===== src/rtl/draw_screen_mode_if.sv =====
// Video stream bundle for draw_screen_mode: timing in, delayed timing plus background colour out.
interface draw_screen_mode_if;
  logic [11:0] hcount_in;
  logic [11:0] vcount_in;
  logic        hsync_in;
  logic        vsync_in;
  logic        hblnk_in;
  logic        vblnk_in;
  logic [11:0] hcount_out;
  logic [11:0] vcount_out;
  logic        hsync_out;
  logic        vsync_out;
  logic        hblnk_out;
  logic        vblnk_out;
  logic [11:0] rgb_out;

  modport slave (
    input  hcount_in, vcount_in, hsync_in, vsync_in, hblnk_in, vblnk_in,
    output hcount_out, vcount_out, hsync_out, vsync_out, hblnk_out, vblnk_out, rgb_out
  );
  modport master (
    output hcount_in, vcount_in, hsync_in, vsync_in, hblnk_in, vblnk_in,
    input  hcount_out, vcount_out, hsync_out, vsync_out, hblnk_out, vblnk_out, rgb_out
  );
endinterface


===== src/rtl/draw_screen_mode.sv =====
// Screen-mode FSM and mode-dependent background renderer, one pclk of video latency.
// Define MULTI_TIMEOUT_EN to enable the multiplayer-wait timeout (WAIT_FRAMES vsync edges).
module draw_screen_mode #(
  parameter int TOP_V_LINE    = 317,
  parameter int BOTTOM_V_LINE = 617,
  parameter int LEFT_H_LINE   = 361,
  parameter int RIGHT_H_LINE  = 661,
  parameter int BORDER        = 10,
  parameter int PLAY_X = 432, parameter int PLAY_Y = 400, parameter int PLAY_W = 128, parameter int PLAY_H = 80,
  parameter int MULTI_X = 432, parameter int MULTI_Y = 540, parameter int MULTI_W = 128, parameter int MULTI_H = 80,
  parameter int MENU_X = 432, parameter int MENU_Y = 520, parameter int MENU_W = 128, parameter int MENU_H = 80,
  parameter int OUTLINE       = 2,
  parameter int WAIT_FRAMES   = 600
) (
  input  logic              pclk,
  input  logic              rst_n,
  draw_screen_mode_if.slave vid,
  input  logic [11:0]       xpos,
  input  logic [11:0]       ypos,
  input  logic              mouse_left,
  input  logic              game_on,
  input  logic              menu_on,
  input  logic              game_over,
  input  logic              victory,
  input  logic              opponent_ready,
  input  logic              pause_toggle,
  output logic [2:0]        mode,
  output logic              play_selected,
  output logic              multiplayer,
  output logic              player_ready,
  output logic              display_buttons,
  output logic              display_menu_button,
  output logic [2:0]        hover,
  output logic              wait_timeout
);
  typedef enum logic [2:0] {
    S_MENU       = 3'd0,
    S_GAME       = 3'd1,
    S_VICTORY    = 3'd2,
    S_GAME_OVER  = 3'd3,
    S_MULTI_WAIT = 3'd4,
    S_PAUSE      = 3'd5
  } state_t;

  if (WAIT_FRAMES < 1 || WAIT_FRAMES > 65535) begin : g_bad_wait_frames
    $error("draw_screen_mode: WAIT_FRAMES must be 1..65535");
  end

  function automatic logic in_box(input logic [11:0] px, input logic [11:0] py,
                                  input int x, input int y, input int w, input int h);
    int ix;
    int iy;
    ix = int'(px);
    iy = int'(py);
    return (ix >= x) && (ix <= x + w - 1) && (iy >= y) && (iy <= y + h - 1);
  endfunction

  function automatic logic on_ring(input logic [11:0] px, input logic [11:0] py,
                                   input int x, input int y, input int w, input int h, input int t);
    return in_box(px, py, x, y, w, h) && !in_box(px, py, x + t, y + t, w - 2 * t, h - 2 * t);
  endfunction

  state_t      r_state;
  logic        r_multi;
  // Holds "button was up last cycle"; clearing it on reset means a held button never clicks.
  logic        r_mouse_up;
  state_t      w_next;
  logic        w_multi_next;
  logic        w_click;
  logic        w_hit_play, w_hit_multi, w_hit_menu;
  logic        w_vis_btn, w_vis_menu, w_nvis_btn, w_nvis_menu;
  logic        w_timeout_hit;
  logic [11:0] w_rgb;

  assign w_click     = mouse_left && r_mouse_up;
  assign w_hit_play  = in_box(xpos, ypos, PLAY_X, PLAY_Y, PLAY_W, PLAY_H);
  assign w_hit_multi = in_box(xpos, ypos, MULTI_X, MULTI_Y, MULTI_W, MULTI_H);
  assign w_hit_menu  = in_box(xpos, ypos, MENU_X, MENU_Y, MENU_W, MENU_H);
  assign w_vis_btn   = (r_state == S_MENU) || (r_state == S_VICTORY) || (r_state == S_GAME_OVER);
  assign w_vis_menu  = (r_state == S_MULTI_WAIT) || (r_state == S_PAUSE);
  assign w_nvis_btn  = (w_next == S_MENU) || (w_next == S_VICTORY) || (w_next == S_GAME_OVER);
  assign w_nvis_menu = (w_next == S_MULTI_WAIT) || (w_next == S_PAUSE);
  assign mode        = r_state;

`ifdef MULTI_TIMEOUT_EN
  logic [15:0] r_wait_cnt;
  logic        r_vsync_prev;
  logic        r_wait_timeout;

  assign w_timeout_hit = (r_state == S_MULTI_WAIT) && (r_wait_cnt == 16'(WAIT_FRAMES)) &&
                         !opponent_ready && !(w_click && w_hit_menu);
  assign wait_timeout  = r_wait_timeout;

  always_ff @(posedge pclk) begin
    if (!rst_n) begin
      r_wait_cnt     <= '0;
      r_vsync_prev   <= 1'b0;
      r_wait_timeout <= 1'b0;
    end else begin
      r_vsync_prev   <= vid.vsync_in;
      r_wait_timeout <= w_timeout_hit;
      if (r_state != S_MULTI_WAIT)
        r_wait_cnt <= '0;
      else if (vid.vsync_in && !r_vsync_prev)
        r_wait_cnt <= r_wait_cnt + 16'd1;
    end
  end
`else
  assign w_timeout_hit = 1'b0;
  assign wait_timeout  = 1'b0;
`endif

  always_comb begin
    w_next       = r_state;
    w_multi_next = r_multi;
    case (r_state)
      S_MENU: begin
        if (game_on)                       w_next = S_GAME;
        else if (w_click && w_hit_play)  begin w_next = S_GAME;       w_multi_next = 1'b0; end
        else if (w_click && w_hit_multi) begin w_next = S_MULTI_WAIT; w_multi_next = 1'b1; end
        else if (game_over)                w_next = S_GAME_OVER;
        else if (victory)                  w_next = S_VICTORY;
      end
      S_GAME: begin
        if (menu_on)           w_next = S_MENU;
        else if (game_over)    w_next = S_GAME_OVER;
        else if (victory)      w_next = S_VICTORY;
        else if (pause_toggle) w_next = S_PAUSE;
      end
      S_PAUSE: begin
        if (menu_on)                     w_next = S_MENU;
        else if (pause_toggle)           w_next = S_GAME;
        else if (w_click && w_hit_menu)  w_next = S_MENU;
      end
      S_VICTORY, S_GAME_OVER: begin
        if (game_on)                       w_next = S_GAME;
        else if (menu_on)                  w_next = S_MENU;
        else if (w_click && w_hit_play)  begin w_next = S_GAME;       w_multi_next = 1'b0; end
        else if (w_click && w_hit_multi) begin w_next = S_MULTI_WAIT; w_multi_next = 1'b1; end
        else if (w_click)                  w_next = S_MENU;
      end
      S_MULTI_WAIT: begin
        if (opponent_ready)              w_next = S_GAME;
        else if (w_click && w_hit_menu)  w_next = S_MENU;
        else if (w_timeout_hit)          w_next = S_MENU;
      end
      default: w_next = S_MENU;
    endcase
  end

  always_comb begin
    w_rgb = 12'h000;
    if (vid.hblnk_in || vid.vblnk_in)
      w_rgb = 12'h000;
    else if (vid.vcount_in == 12'd0)    w_rgb = 12'hFF0;
    else if (vid.vcount_in == 12'd767)  w_rgb = 12'hF00;
    else if (vid.hcount_in == 12'd0)    w_rgb = 12'h0F0;
    else if (vid.hcount_in == 12'd1023) w_rgb = 12'h00F;
    else if (w_vis_btn && on_ring(vid.hcount_in, vid.vcount_in, PLAY_X, PLAY_Y, PLAY_W, PLAY_H, OUTLINE))
      w_rgb = w_hit_play ? 12'h0F0 : 12'hFFF;
    else if (w_vis_btn && on_ring(vid.hcount_in, vid.vcount_in, MULTI_X, MULTI_Y, MULTI_W, MULTI_H, OUTLINE))
      w_rgb = w_hit_multi ? 12'h0F0 : 12'hFFF;
    else if (w_vis_menu && on_ring(vid.hcount_in, vid.vcount_in, MENU_X, MENU_Y, MENU_W, MENU_H, OUTLINE))
      w_rgb = w_hit_menu ? 12'h0F0 : 12'hFFF;
    else begin
      case (r_state)
        S_GAME, S_PAUSE: begin
          if (on_ring(vid.hcount_in, vid.vcount_in, LEFT_H_LINE - BORDER, TOP_V_LINE - BORDER,
                      RIGHT_H_LINE - LEFT_H_LINE + 1 + 2 * BORDER,
                      BOTTOM_V_LINE - TOP_V_LINE + 1 + 2 * BORDER, BORDER))
            w_rgb = (r_state == S_GAME) ? 12'hFFF : 12'h888;
        end
        S_VICTORY:    w_rgb = 12'h2F2;
        S_GAME_OVER:  w_rgb = 12'hF22;
        S_MULTI_WAIT: w_rgb = 12'h22F;
        default:      w_rgb = 12'h000;
      endcase
    end
  end

  always_ff @(posedge pclk) begin
    if (!rst_n) begin
      r_state             <= S_MENU;
      r_multi             <= 1'b0;
      r_mouse_up          <= 1'b0;
      vid.hcount_out      <= '0;
      vid.vcount_out      <= '0;
      vid.hsync_out       <= 1'b0;
      vid.vsync_out       <= 1'b0;
      vid.hblnk_out       <= 1'b0;
      vid.vblnk_out       <= 1'b0;
      vid.rgb_out         <= '0;
      play_selected       <= 1'b0;
      multiplayer         <= 1'b0;
      player_ready        <= 1'b0;
      display_buttons     <= 1'b0;
      display_menu_button <= 1'b0;
      hover               <= '0;
    end else begin
      r_state             <= w_next;
      r_multi             <= w_multi_next;
      r_mouse_up          <= !mouse_left;
      vid.hcount_out      <= vid.hcount_in;
      vid.vcount_out      <= vid.vcount_in;
      vid.hsync_out       <= vid.hsync_in;
      vid.vsync_out       <= vid.vsync_in;
      vid.hblnk_out       <= vid.hblnk_in;
      vid.vblnk_out       <= vid.vblnk_in;
      vid.rgb_out         <= w_rgb;
      play_selected       <= (w_next == S_GAME);
      player_ready        <= (w_next == S_MULTI_WAIT);
      multiplayer         <= (w_next == S_MULTI_WAIT) ||
                             (((w_next == S_GAME) || (w_next == S_PAUSE)) && w_multi_next);
      display_buttons     <= w_nvis_btn;
      display_menu_button <= w_nvis_menu;
      hover               <= {w_hit_menu && w_nvis_menu, w_hit_multi && w_nvis_btn, w_hit_play && w_nvis_btn};
    end
  end
endmodule


===== src/flat_wrapper.sv =====
// flat-port wrapper written by rule: the top's interface ports become plain ports
module draw_screen_mode_flat 
#(
  parameter int TOP_V_LINE    = 317,
  parameter int BOTTOM_V_LINE = 617,
  parameter int LEFT_H_LINE   = 361,
  parameter int RIGHT_H_LINE  = 661,
  parameter int BORDER        = 10,
  parameter int PLAY_X = 432, parameter int PLAY_Y = 400, parameter int PLAY_W = 128, parameter int PLAY_H = 80,
  parameter int MULTI_X = 432, parameter int MULTI_Y = 540, parameter int MULTI_W = 128, parameter int MULTI_H = 80,
  parameter int MENU_X = 432, parameter int MENU_Y = 520, parameter int MENU_W = 128, parameter int MENU_H = 80,
  parameter int OUTLINE       = 2,
  parameter int WAIT_FRAMES   = 600
)
  (pclk, rst_n, xpos, ypos, mouse_left, game_on, menu_on, game_over, victory, opponent_ready, pause_toggle, mode, play_selected, multiplayer, player_ready, display_buttons, display_menu_button, hover, wait_timeout, vid_hcount_in, vid_vcount_in, vid_hsync_in, vid_vsync_in, vid_hblnk_in, vid_vblnk_in, vid_hcount_out, vid_vcount_out, vid_hsync_out, vid_vsync_out, vid_hblnk_out, vid_vblnk_out, vid_rgb_out);
  draw_screen_mode_if vid_i ();
  input  logic pclk;
  input  logic rst_n;
  input  logic [11:0] xpos;
  input  logic [11:0] ypos;
  input  logic mouse_left;
  input  logic game_on;
  input  logic menu_on;
  input  logic game_over;
  input  logic victory;
  input  logic opponent_ready;
  input  logic pause_toggle;
  output logic [2:0] mode;
  output logic play_selected;
  output logic multiplayer;
  output logic player_ready;
  output logic display_buttons;
  output logic display_menu_button;
  output logic [2:0] hover;
  output logic wait_timeout;
  input wire logic [$bits(vid_i.hcount_in)-1:0] vid_hcount_in;
  input wire logic [$bits(vid_i.vcount_in)-1:0] vid_vcount_in;
  input wire logic [$bits(vid_i.hsync_in)-1:0] vid_hsync_in;
  input wire logic [$bits(vid_i.vsync_in)-1:0] vid_vsync_in;
  input wire logic [$bits(vid_i.hblnk_in)-1:0] vid_hblnk_in;
  input wire logic [$bits(vid_i.vblnk_in)-1:0] vid_vblnk_in;
  output wire logic [$bits(vid_i.hcount_out)-1:0] vid_hcount_out;
  output wire logic [$bits(vid_i.vcount_out)-1:0] vid_vcount_out;
  output wire logic [$bits(vid_i.hsync_out)-1:0] vid_hsync_out;
  output wire logic [$bits(vid_i.vsync_out)-1:0] vid_vsync_out;
  output wire logic [$bits(vid_i.hblnk_out)-1:0] vid_hblnk_out;
  output wire logic [$bits(vid_i.vblnk_out)-1:0] vid_vblnk_out;
  output wire logic [$bits(vid_i.rgb_out)-1:0] vid_rgb_out;
  assign vid_i.hcount_in = vid_hcount_in;
  assign vid_i.vcount_in = vid_vcount_in;
  assign vid_i.hsync_in = vid_hsync_in;
  assign vid_i.vsync_in = vid_vsync_in;
  assign vid_i.hblnk_in = vid_hblnk_in;
  assign vid_i.vblnk_in = vid_vblnk_in;
  assign vid_hcount_out = vid_i.hcount_out;
  assign vid_vcount_out = vid_i.vcount_out;
  assign vid_hsync_out = vid_i.hsync_out;
  assign vid_vsync_out = vid_i.vsync_out;
  assign vid_hblnk_out = vid_i.hblnk_out;
  assign vid_vblnk_out = vid_i.vblnk_out;
  assign vid_rgb_out = vid_i.rgb_out;
  draw_screen_mode #(.TOP_V_LINE(TOP_V_LINE), .BOTTOM_V_LINE(BOTTOM_V_LINE), .LEFT_H_LINE(LEFT_H_LINE), .RIGHT_H_LINE(RIGHT_H_LINE), .BORDER(BORDER), .PLAY_X(PLAY_X), .PLAY_Y(PLAY_Y), .PLAY_W(PLAY_W), .PLAY_H(PLAY_H), .MULTI_X(MULTI_X), .MULTI_Y(MULTI_Y), .MULTI_W(MULTI_W), .MULTI_H(MULTI_H), .MENU_X(MENU_X), .MENU_Y(MENU_Y), .MENU_W(MENU_W), .MENU_H(MENU_H), .OUTLINE(OUTLINE), .WAIT_FRAMES(WAIT_FRAMES)) u_core (.pclk(pclk), .rst_n(rst_n), .vid(vid_i), .xpos(xpos), .ypos(ypos), .mouse_left(mouse_left), .game_on(game_on), .menu_on(menu_on), .game_over(game_over), .victory(victory), .opponent_ready(opponent_ready), .pause_toggle(pause_toggle), .mode(mode), .play_selected(play_selected), .multiplayer(multiplayer), .player_ready(player_ready), .display_buttons(display_buttons), .display_menu_button(display_menu_button), .hover(hover), .wait_timeout(wait_timeout));
endmodule

===== config.mk =====
export PLATFORM = sky130hd
export DESIGN_NAME = draw_screen_mode_flat
export DESIGN_NICKNAME = d
export VERILOG_FILES = /design/src/rtl/draw_screen_mode_if.sv /design/src/rtl/draw_screen_mode.sv /design/src/flat_wrapper.sv
export SDC_FILE = /design/constraint.sdc
export NUM_CORES = 1
export LEC_CHECK = 0
export BUFFER_PORTS_ARGS = -buffer_cell sky130_fd_sc_hd__buf_4
export CAP_MARGIN = 25
export CORE_ASPECT_RATIO = 0.7
export CORE_MARGIN = 5
export CORE_UTILIZATION = 51
export CTS_CLUSTER_DIAMETER = 80
export DETAILED_ROUTE_END_ITERATION = 16
export PLACE_DENSITY = 0.85
export SLEW_MARGIN = 20
export SYNTH_ARGS = -nofsm -noshare
export SYNTH_HDL_FRONTEND = slang
export SYNTH_SLANG_ARGS = --single-unit

===== constraint.sdc =====
create_clock -name pclk -period 4.2 [get_ports pclk]
set_input_delay 0 -clock pclk [delete_from_list [all_inputs] [get_ports pclk]]
set_output_delay 0 -clock pclk [all_outputs]
set_load 0.02 [all_outputs]

==> flow_metrics.env, run 1 <==
export IMPL_yosys_area_top_type="sky130_fd_sc_hd__dfxtp_1"
export IMPL_finalMaxSlewViolations=0
export IMPL_worst_setup_path_type="input port to register"
export IMPL_ctsLongestPathBuffers=2
export IMPL_asyncSetResetFlopFracSynth_pct=0
export IMPL_netlist_area_um2=2646
export IMPL_antenna_found_initial=0
export IMPL_numClockSinks=50
export IMPL_final_core_utilization_pct=77.21
export IMPL_irDropWorstVdd_uv=208.0
export IMPL_clockRootBuffer="sky130_fd_sc_hd__clkbuf_8"
export IMPL_drt_first_pass_iters=5
export IMPL_post_route_cells_drive_above_1_share_pct=29.68
export IMPL_wire_length_of_the_first_global_routing_pass_um=12860
export IMPL_number_of_flops_mapped_to_enable_cells_by_yosys=0
export IMPL_routed_wire_length_per_instance_um=16.08
export IMPL_die_h_um=70.27
export IMPL_critical_path_required_ns=4.40
export IMPL_final_min_period_over_clock_period_pct=57.02
export IMPL_regToRegStartpoint="u_core.mode[1]$_SDFF_PN0_"
export IMPL_gpl_final_weighted_congestion=0.8934
export IMPL_final_net_count=498
export IMPL_dieWidth_um=96.10
export IMPL_drv_max_cap_violation_count=0
export IMPL_critical_path_buf_inv_count=2
export IMPL_syn_to_final_growth_pct=43.36
export IMPL_outcome="complete, no violations"
export IMPL_floorplan_die_area_um2=6752
export IMPL_rsz_0062_raised_after_global_routing="false"
export IMPL_start_point_of_the_critical_path="vid_vcount_in[1]"
export IMPL_synthCells=322
export IMPL_family_with_the_most_delay_on_the_worst_path="compound AO/OA/AOI/OAI gates"
export IMPL_first_global_vias=2684
export IMPL_antenna_violating_nets_post_route=0
export IMPL_finalInstanceArea_um2=3794
export IMPL_yosys_top_cells_count="50 x sky130_fd_sc_hd__dfxtp_1, 29 x sky130_fd_sc_hd__and2_1, 26 x sky130_fd_sc_hd__nor2_1"
export IMPL_place_port_buffers=105
export IMPL_dp_hpwl_um=5848
export IMPL_start_util_pct=53.86
export IMPL_p_seq_share_pct=46.1
export IMPL_setup_total_negative_slack_ns=0
export IMPL_critical_path_max_stage_delay_ns=0.58
export IMPL_reg2reg_setup_slack_ns=2.09
export IMPL_num_rows=21
export IMPL_htreeDepth=2
export IMPL_power_share_combinational_pct=21.8
export IMPL_globalRoute_totalOverflow=0
export IMPL_design_power_total_mw=1.099
export IMPL_timing_worst_slew_pin_value_ns=0.6239
export IMPL_yosys_cell_count_top_type="sky130_fd_sc_hd__dfxtp_1"
export IMPL_cellPowerDensity_nw_per_um2=289.8
export IMPL_vias_per_cell=5.708
export IMPL_synth_avg_cell_area_um2=8.218
export IMPL_yosys_top_cells_area="sky130_fd_sc_hd__dfxtp_1 38%, sky130_fd_sc_hd__and2_1 6.9%, sky130_fd_sc_hd__nor2_1 3.7%, sky130_fd_sc_hd__a21oi_1 3.4%, sky130_fd_sc_hd__nand2_1 3.3%"
export IMPL_routed_via_count=2894
export IMPL_timing_critical_path_arrival_ns=2.60
export IMPL_leakagePower_nw=1.649
export IMPL_placement_cell_area_um2=3417
export IMPL_max_slew_margin_pct=58.05
export IMPL_antenna_cells=0
export IMPL_route_detailed_drc=0
export IMPL_p_clk_share_pct=32.0
export IMPL_track_usage_pct=23.75
export IMPL_critical_path_peak_fanout=9
export IMPL_totalWireLength_um=8155
export IMPL_hold_path_startpoint="vid_vcount_in[7]"
export IMPL_synth_fp_nets=383
export IMPL_cts_made_buffers=5
export IMPL_setup_repair_bufs_after_cts=0
export IMPL_layout_area_seq_um2=1001
export IMPL_slowest_stage="sky130_fd_sc_hd__o31ai_1"
export IMPL_path_clk_slew_ns=0.10
export IMPL_worstHoldPathType="input port to register"
export IMPL_timing_final_setup_violations=0
export IMPL_ys_flop_type="sky130_fd_sc_hd__dfxtp_1"
export IMPL_layout_filler_cells=356
export IMPL_clock_latency_ns=0.31
export IMPL_post_cts_gate_resize_count=0
export IMPL_fp_coreArea_um2=4913
export IMPL_switching_share_pct=28.19
export IMPL_power_switching_mw=0.3099
export IMPL_final_setup_skew_ns=0.006202
export IMPL_crit_path_cell_trace="dlygate4sd3_1 > buf_4 > o21ai_1 > a21oi_1 > a2111o_1 > o31ai_1 > o21ai_0 > o21ai_0 > o21ai_1"
export IMPL_largest_net_degree_at_the_start_of_global_routing=32
export IMPL_tritoncts="yes"
export IMPL_worst_setup_path_start_kind="input port"
export IMPL_synth_yosys_warnings=0
export IMPL_synth_largest_type_area_fraction_pct=37.83
export IMPL_seq_area_frac_synth_pct=37.83
export IMPL_yosysUniqueCellTypes=63
export IMPL_finalHoldWorstSlack_ns=0.0007854
export IMPL_p_int_mw=0.7894
export IMPL_endpoint_kind="register"
export IMPL_achievable_freq_ghz=0.4176
export IMPL_drt_iter0_markers=193
export IMPL_timing_hold_violations_final=0
export IMPL_total_i_o_pin_count=113
export IMPL_area_taken_by_multi_input_logic_gates_um2=1515
export IMPL_min_period_ns=2.395
export IMPL_count_of_state_elements_after_synthesis=50
==> timing repair <==
action	CTS	global route
setup endpoints to repair	0	0
hold endpoints to repair	26	0
hold buffers	26	0
==> through the flow <==
stage / std cells / setup slack, ns
after floorplan: 322 / 2.237
final: 507 / 1.805
after global placement: 473 / 2.111
after detailed placement: 473 / 2.048
after CTS: 507 / 1.864
after global routing: 507 / 1.551
==> power groups by stage <==
stage               registers (mW)  logic [mW]  clock network, mW
floorplan                    0.538      0.0961                  0
finish                       0.507       0.240              0.352
global route                 0.510       0.258              0.370
detailed placement           0.517       0.215                  0
global placement             0.517       0.212                  0
CTS                          0.507       0.236              0.353
==> cell families after synthesis <==
| group | Yosys count | synth area share [%] |
|---|---|---|
| and+or+nand+nor | 159 | 34.70 |
| AOI/OAI and AO/OA | 79 | 21.32 |
| DFF | 50 | 37.83 |
| buffers and inverters | 30 | 4.917 |
| muxes | 2 | 0.7565 |
| xor gates and xnor gates | 1 | 0.3310 |
| other | 1 | 0.1417 |
==> placed cells by master, fill, tap and decap left out, drive strengths merged, types with 3 or more instances in the layout <==
cell type    synthesis  layout
nand3b               4       4
clkbuf              17       5
nand3               11      11
dlygate4sd3          0      26
o211ai               6       6
dfxtp               50      50
nand2b               3       3
a211oi               5       5
inv                  7       8
buf                  6     105
nand4                6       6
nor4                11      11
nand2               23      23
o2111ai              4       4
o31a                 3       3
and4                 4       4
and2                29      29
o21ai               15      15
or4b                 3       3
a21o                 6       6
or2                  3       3
nor2                26      26
nor2b                6       6
nor4b                3       3
nor3                16      16
a21oi               20      20
==> final cells by class <==
cell class / instances / area share (%)
Clock buffer: 5 / 1.814
Clock inverter: 3 / 1.253
Inverter: 7 / 0.6926
Multi-Input combinational cell: 242 / 39.94
Sequential cell: 50 / 26.39
Tap cell: 69 / 2.276
Timing Repair Buffer: 131 / 27.64
==> per-layer routing <==
metal	global-route usage, %	routed length, um	vias up
li1	-	-	1418
met1	33.00	3552	1311
met2	37.87	3721	157
met3	4.506	796	8
met4	5.205	84	0
met5	0	0	-
==> final timing paths <==
kind / to / cells after the start
setup / recovery: u_core.vid.rgb_out[2]$_SDFF_PP0_ / 9
hold / removal: u_core.vid.vcount_out[7]$_SDFF_PN0_ / 2
setup reg to reg: u_core.vid.rgb_out[9]$_SDFF_PP0_ / 7
hold reg to reg: u_core.r_multi$_SDFF_PN0_ / 1
==> state kept, by name (all words and copies together), names as in the netlist <==
name / flops
u_core.vid.vsync_out: 1
u_core.hover: 3
u_core.vid.hsync_out: 1
u_core.display_menu_button: 1
u_core.display_buttons: 1
u_core.r_mouse_up: 1
u_core.r_multi: 1
u_core.play_selected: 1
u_core.multiplayer: 1
u_core.player_ready: 1
u_core.mode: 3
u_core.vid.vblnk_out: 1
u_core.vid.rgb_out: 9
u_core.vid.hcount_out: 12
u_core.vid.vcount_out: 12
u_core.vid.hblnk_out: 1
Note: power is estimated with default switching activity, not from simulation.
==> run 2, diff against run 1 <==
--- a/config.mk
+++ b/config.mk
@@ -9,10 +9,10 @@
 export CAP_MARGIN = 25
 export CORE_ASPECT_RATIO = 0.7
 export CORE_MARGIN = 5
-export CORE_UTILIZATION = 51
+export CORE_UTILIZATION = 43
 export CTS_CLUSTER_DIAMETER = 80
 export DETAILED_ROUTE_END_ITERATION = 16
-export PLACE_DENSITY = 0.85
+export PLACE_DENSITY = 0.76
 export SLEW_MARGIN = 20
 export SYNTH_ARGS = -nofsm -noshare
 export SYNTH_HDL_FRONTEND = slang
==> constraint.sdc (replaced) <==
create_clock -name pclk -period 1.95 [get_ports pclk]
set_input_delay 0 -clock pclk [delete_from_list [all_inputs] [get_ports pclk]]
set_output_delay 0 -clock pclk [all_outputs]
set_load 0.02 [all_outputs]
==> run 2 against run 1 <==
Compared with the run above: via count rose by 2.8%; power rose by 120%; count of clock-buffer cells in the layout did not move; sequential share of layout area fell by 0.88 points; design area rose by 3.8%; flip-flop and latch count did not move; global-route usage fell by 2.9 points; non-clock buffer count rose by 17; wire length rose by 2.0%; sequential power rose by 110%; first-iteration DRC count rose by 18%; die area rose by 16%.
==> flow_metrics.env, run 2 (synthesized netlist as in run 1, its figures left out) <==
export IMPL_outcome="complete, no violations"
export IMPL_antenna_cells=0
export IMPL_syn_to_final_growth_pct=48.84
export IMPL_layoutNonFillerInstCount=530
export IMPL_leakagePower_nw=1.742
export IMPL_num_rows=23
export IMPL_die_h_um=75.64
export IMPL_first_global_vias=2770
export IMPL_tritoncts="yes"
export IMPL_critical_path_required_ns=2.17
export IMPL_cts_made_buffers=5
export IMPL_drt_first_pass_iters=5
export IMPL_route_detailed_drc=0
export IMPL_worstHoldPathType="input port to register"
export IMPL_final_common_cell="sky130_fd_sc_hd__buf_4"
export IMPL_ctsLongestPathBuffers=2
export IMPL_vias_per_cell=5.615
export IMPL_largest_net_degree_at_the_start_of_global_routing=32
export IMPL_timing_final_setup_violations=0
export IMPL_top_regs="u_core.vid.hcount_out: 12 flops, u_core.vid.vcount_out: 12 flops, u_core.vid.rgb_out: 9 flops"
export IMPL_irDropWorstVdd_uv=365.7
export IMPL_min_period_ns=1.805
export IMPL_layout_common_cells="130 x sky130_fd_sc_hd__buf_4, 47 x sky130_fd_sc_hd__dfxtp_1, 28 x sky130_fd_sc_hd__and2_1, 25 x sky130_fd_sc_hd__nor2_1, 22 x sky130_fd_sc_hd__nand2_1"
export IMPL_endpoint_kind="register"
export IMPL_critical_path_peak_fanout=3
export IMPL_clockRootBuffer="sky130_fd_sc_hd__clkbuf_8"
export IMPL_achievable_freq_ghz=0.5541
export IMPL_finalMaxSlewViolations=0
export IMPL_worst_setup_path_start_kind="input port"
export IMPL_dp_hpwl_um=6357
export IMPL_totalWireLength_um=8315
export IMPL_routed_via_count=2976
export IMPL_drt_iter0_markers=228
export IMPL_total_i_o_pin_count=113
export IMPL_cellPowerDensity_nw_per_um2=610.5
export IMPL_htreeDepth=2
export IMPL_final_min_period_over_clock_period_pct=92.55
export IMPL_rsz_0062_raised_after_global_routing="false"
export IMPL_numPlacedInstances=504
export IMPL_drv_max_cap_violation_count=0
export IMPL_dieWidth_um=103.8
export IMPL_antenna_found_initial=0
export IMPL_start_util_pct=45.30
export IMPL_timing_hold_violations_final=0
export IMPL_timing_critical_path_arrival_ns=2.02
export IMPL_worst_setup_path_type="input port to register"
export IMPL_floorplan_die_area_um2=7848
export IMPL_final_core_utilization_pct=67.42
export IMPL_path_clk_slew_ns=0.09
export IMPL_fp_coreArea_um2=5842
export IMPL_final_setup_skew_ns=0.005309
export IMPL_antenna_violating_nets_post_route=0
export IMPL_setup_repair_bufs_after_cts=0
export IMPL_track_usage_pct=20.87
export IMPL_numClockSinks=50
export IMPL_gpl_final_weighted_congestion=0.8775
export IMPL_globalRoute_totalOverflow=0
export IMPL_final_net_count=515
export IMPL_clock_latency_ns=0.30
export IMPL_routed_wire_length_per_instance_um=15.69
export IMPL_post_route_cells_drive_above_1_share_pct=36.04
export IMPL_place_port_buffers=105
export IMPL_setup_total_negative_slack_ns=0
export IMPL_wire_length_of_the_first_global_routing_pass_um=13600
==> run 2: changes by cell type in the layout (fill, tap and decap cells not counted), moves of 3 or more <==
cell,previous run,this run
sky130_fd_sc_hd__dfxtp_2,0,3
sky130_fd_sc_hd__dfxtp_1,50,47
sky130_fd_sc_hd__buf_4,105,130
sky130_fd_sc_hd__dlygate4sd3_1,26,18
==> run 2: what timing repair did <==
item	4_1_cts	5_1_grt
resized for setup	0	11
hold endpoints to repair	18	0
hold buffers	18	0
endpoints found under the setup margin	0	15
==> run 2: layer usage <==
metal / vias up / GRT usage (%) / part of all wire, %
li1: 1441 / - / -
met1: 1373 / 30.14 / 48
met2: 160 / 32.70 / 42
met3: 2 / 4.911 / 9.7
met4: 0 / 3.161 / 0.35
met5: - / 0 / 0
==> run 2: report_power, final <==
part           internal [mW]  switching, mW  leakage (nW)
clock                  0.391          0.371        0.0563
combinational          0.271          0.283          1.27
sequential              1.07         0.0225         0.413
total                   1.73          0.676          1.74
==> run 2: worst paths after layout <==
path / start / to / slack (ns) / depth (start not counted)
max: vid_hcount_in[0] / u_core.vid.rgb_out[2]$_SDFF_PP0_ / 0.15 / 9
min: vid_vcount_in[5] / u_core.vid.vcount_out[5]$_SDFF_PN0_ / 0.006 / 2
max reg2reg: u_core.mode[2]$_SDFF_PN0_ / u_core.vid.rgb_out[11]$_SDFF_PP0_ / 0.16 / 6
min reg2reg: u_core.r_multi$_SDFF_PN0_ / u_core.r_multi$_SDFF_PN0_ / 0.53 / 1
==> run 2: layout make-up <==
| type | count | area, um2 |
|---|---|---|
| inverters | 7 | 26.28 |
| flip-flops and latches | 50 | 1005 |
| fillers | 485 | 1903 |
| clock inverters | 3 | 48.80 |
| repair buffers | 148 | 1156 |
| multi-input cells | 242 | 1540 |
| clock buffers | 5 | 68.82 |
| well taps | 75 | 93.84 |
==> run 2: critical path, cell delays in order <==
cell,delay [ns]
sky130_fd_sc_hd__dlygate4sd3_1,0.54
sky130_fd_sc_hd__buf_4,0.15
sky130_fd_sc_hd__nor4_1,0.32
sky130_fd_sc_hd__o21ai_0,0.19
sky130_fd_sc_hd__nand4_1,0.17
sky130_fd_sc_hd__o211ai_2,0.11
sky130_fd_sc_hd__nor3_1,0.25
sky130_fd_sc_hd__a211oi_1,0.10
sky130_fd_sc_hd__o21ai_1,0.20
==> run 2: per-stage QoR <==
step	worst slack [ns]	total power [mW]	cell area, um2	hold WS (ns)
floorplan	0.05374	1.366	2649	0.07238
global placement	-0.08577	1.610	3612	0.1732
detailed placement	-0.09927	1.617	3612	0.1789
CTS	0.04905	2.401	3910	0.001668
global route	0.02003	2.525	3939	0.006556
finish	0.1452	2.404	3939	0.006001
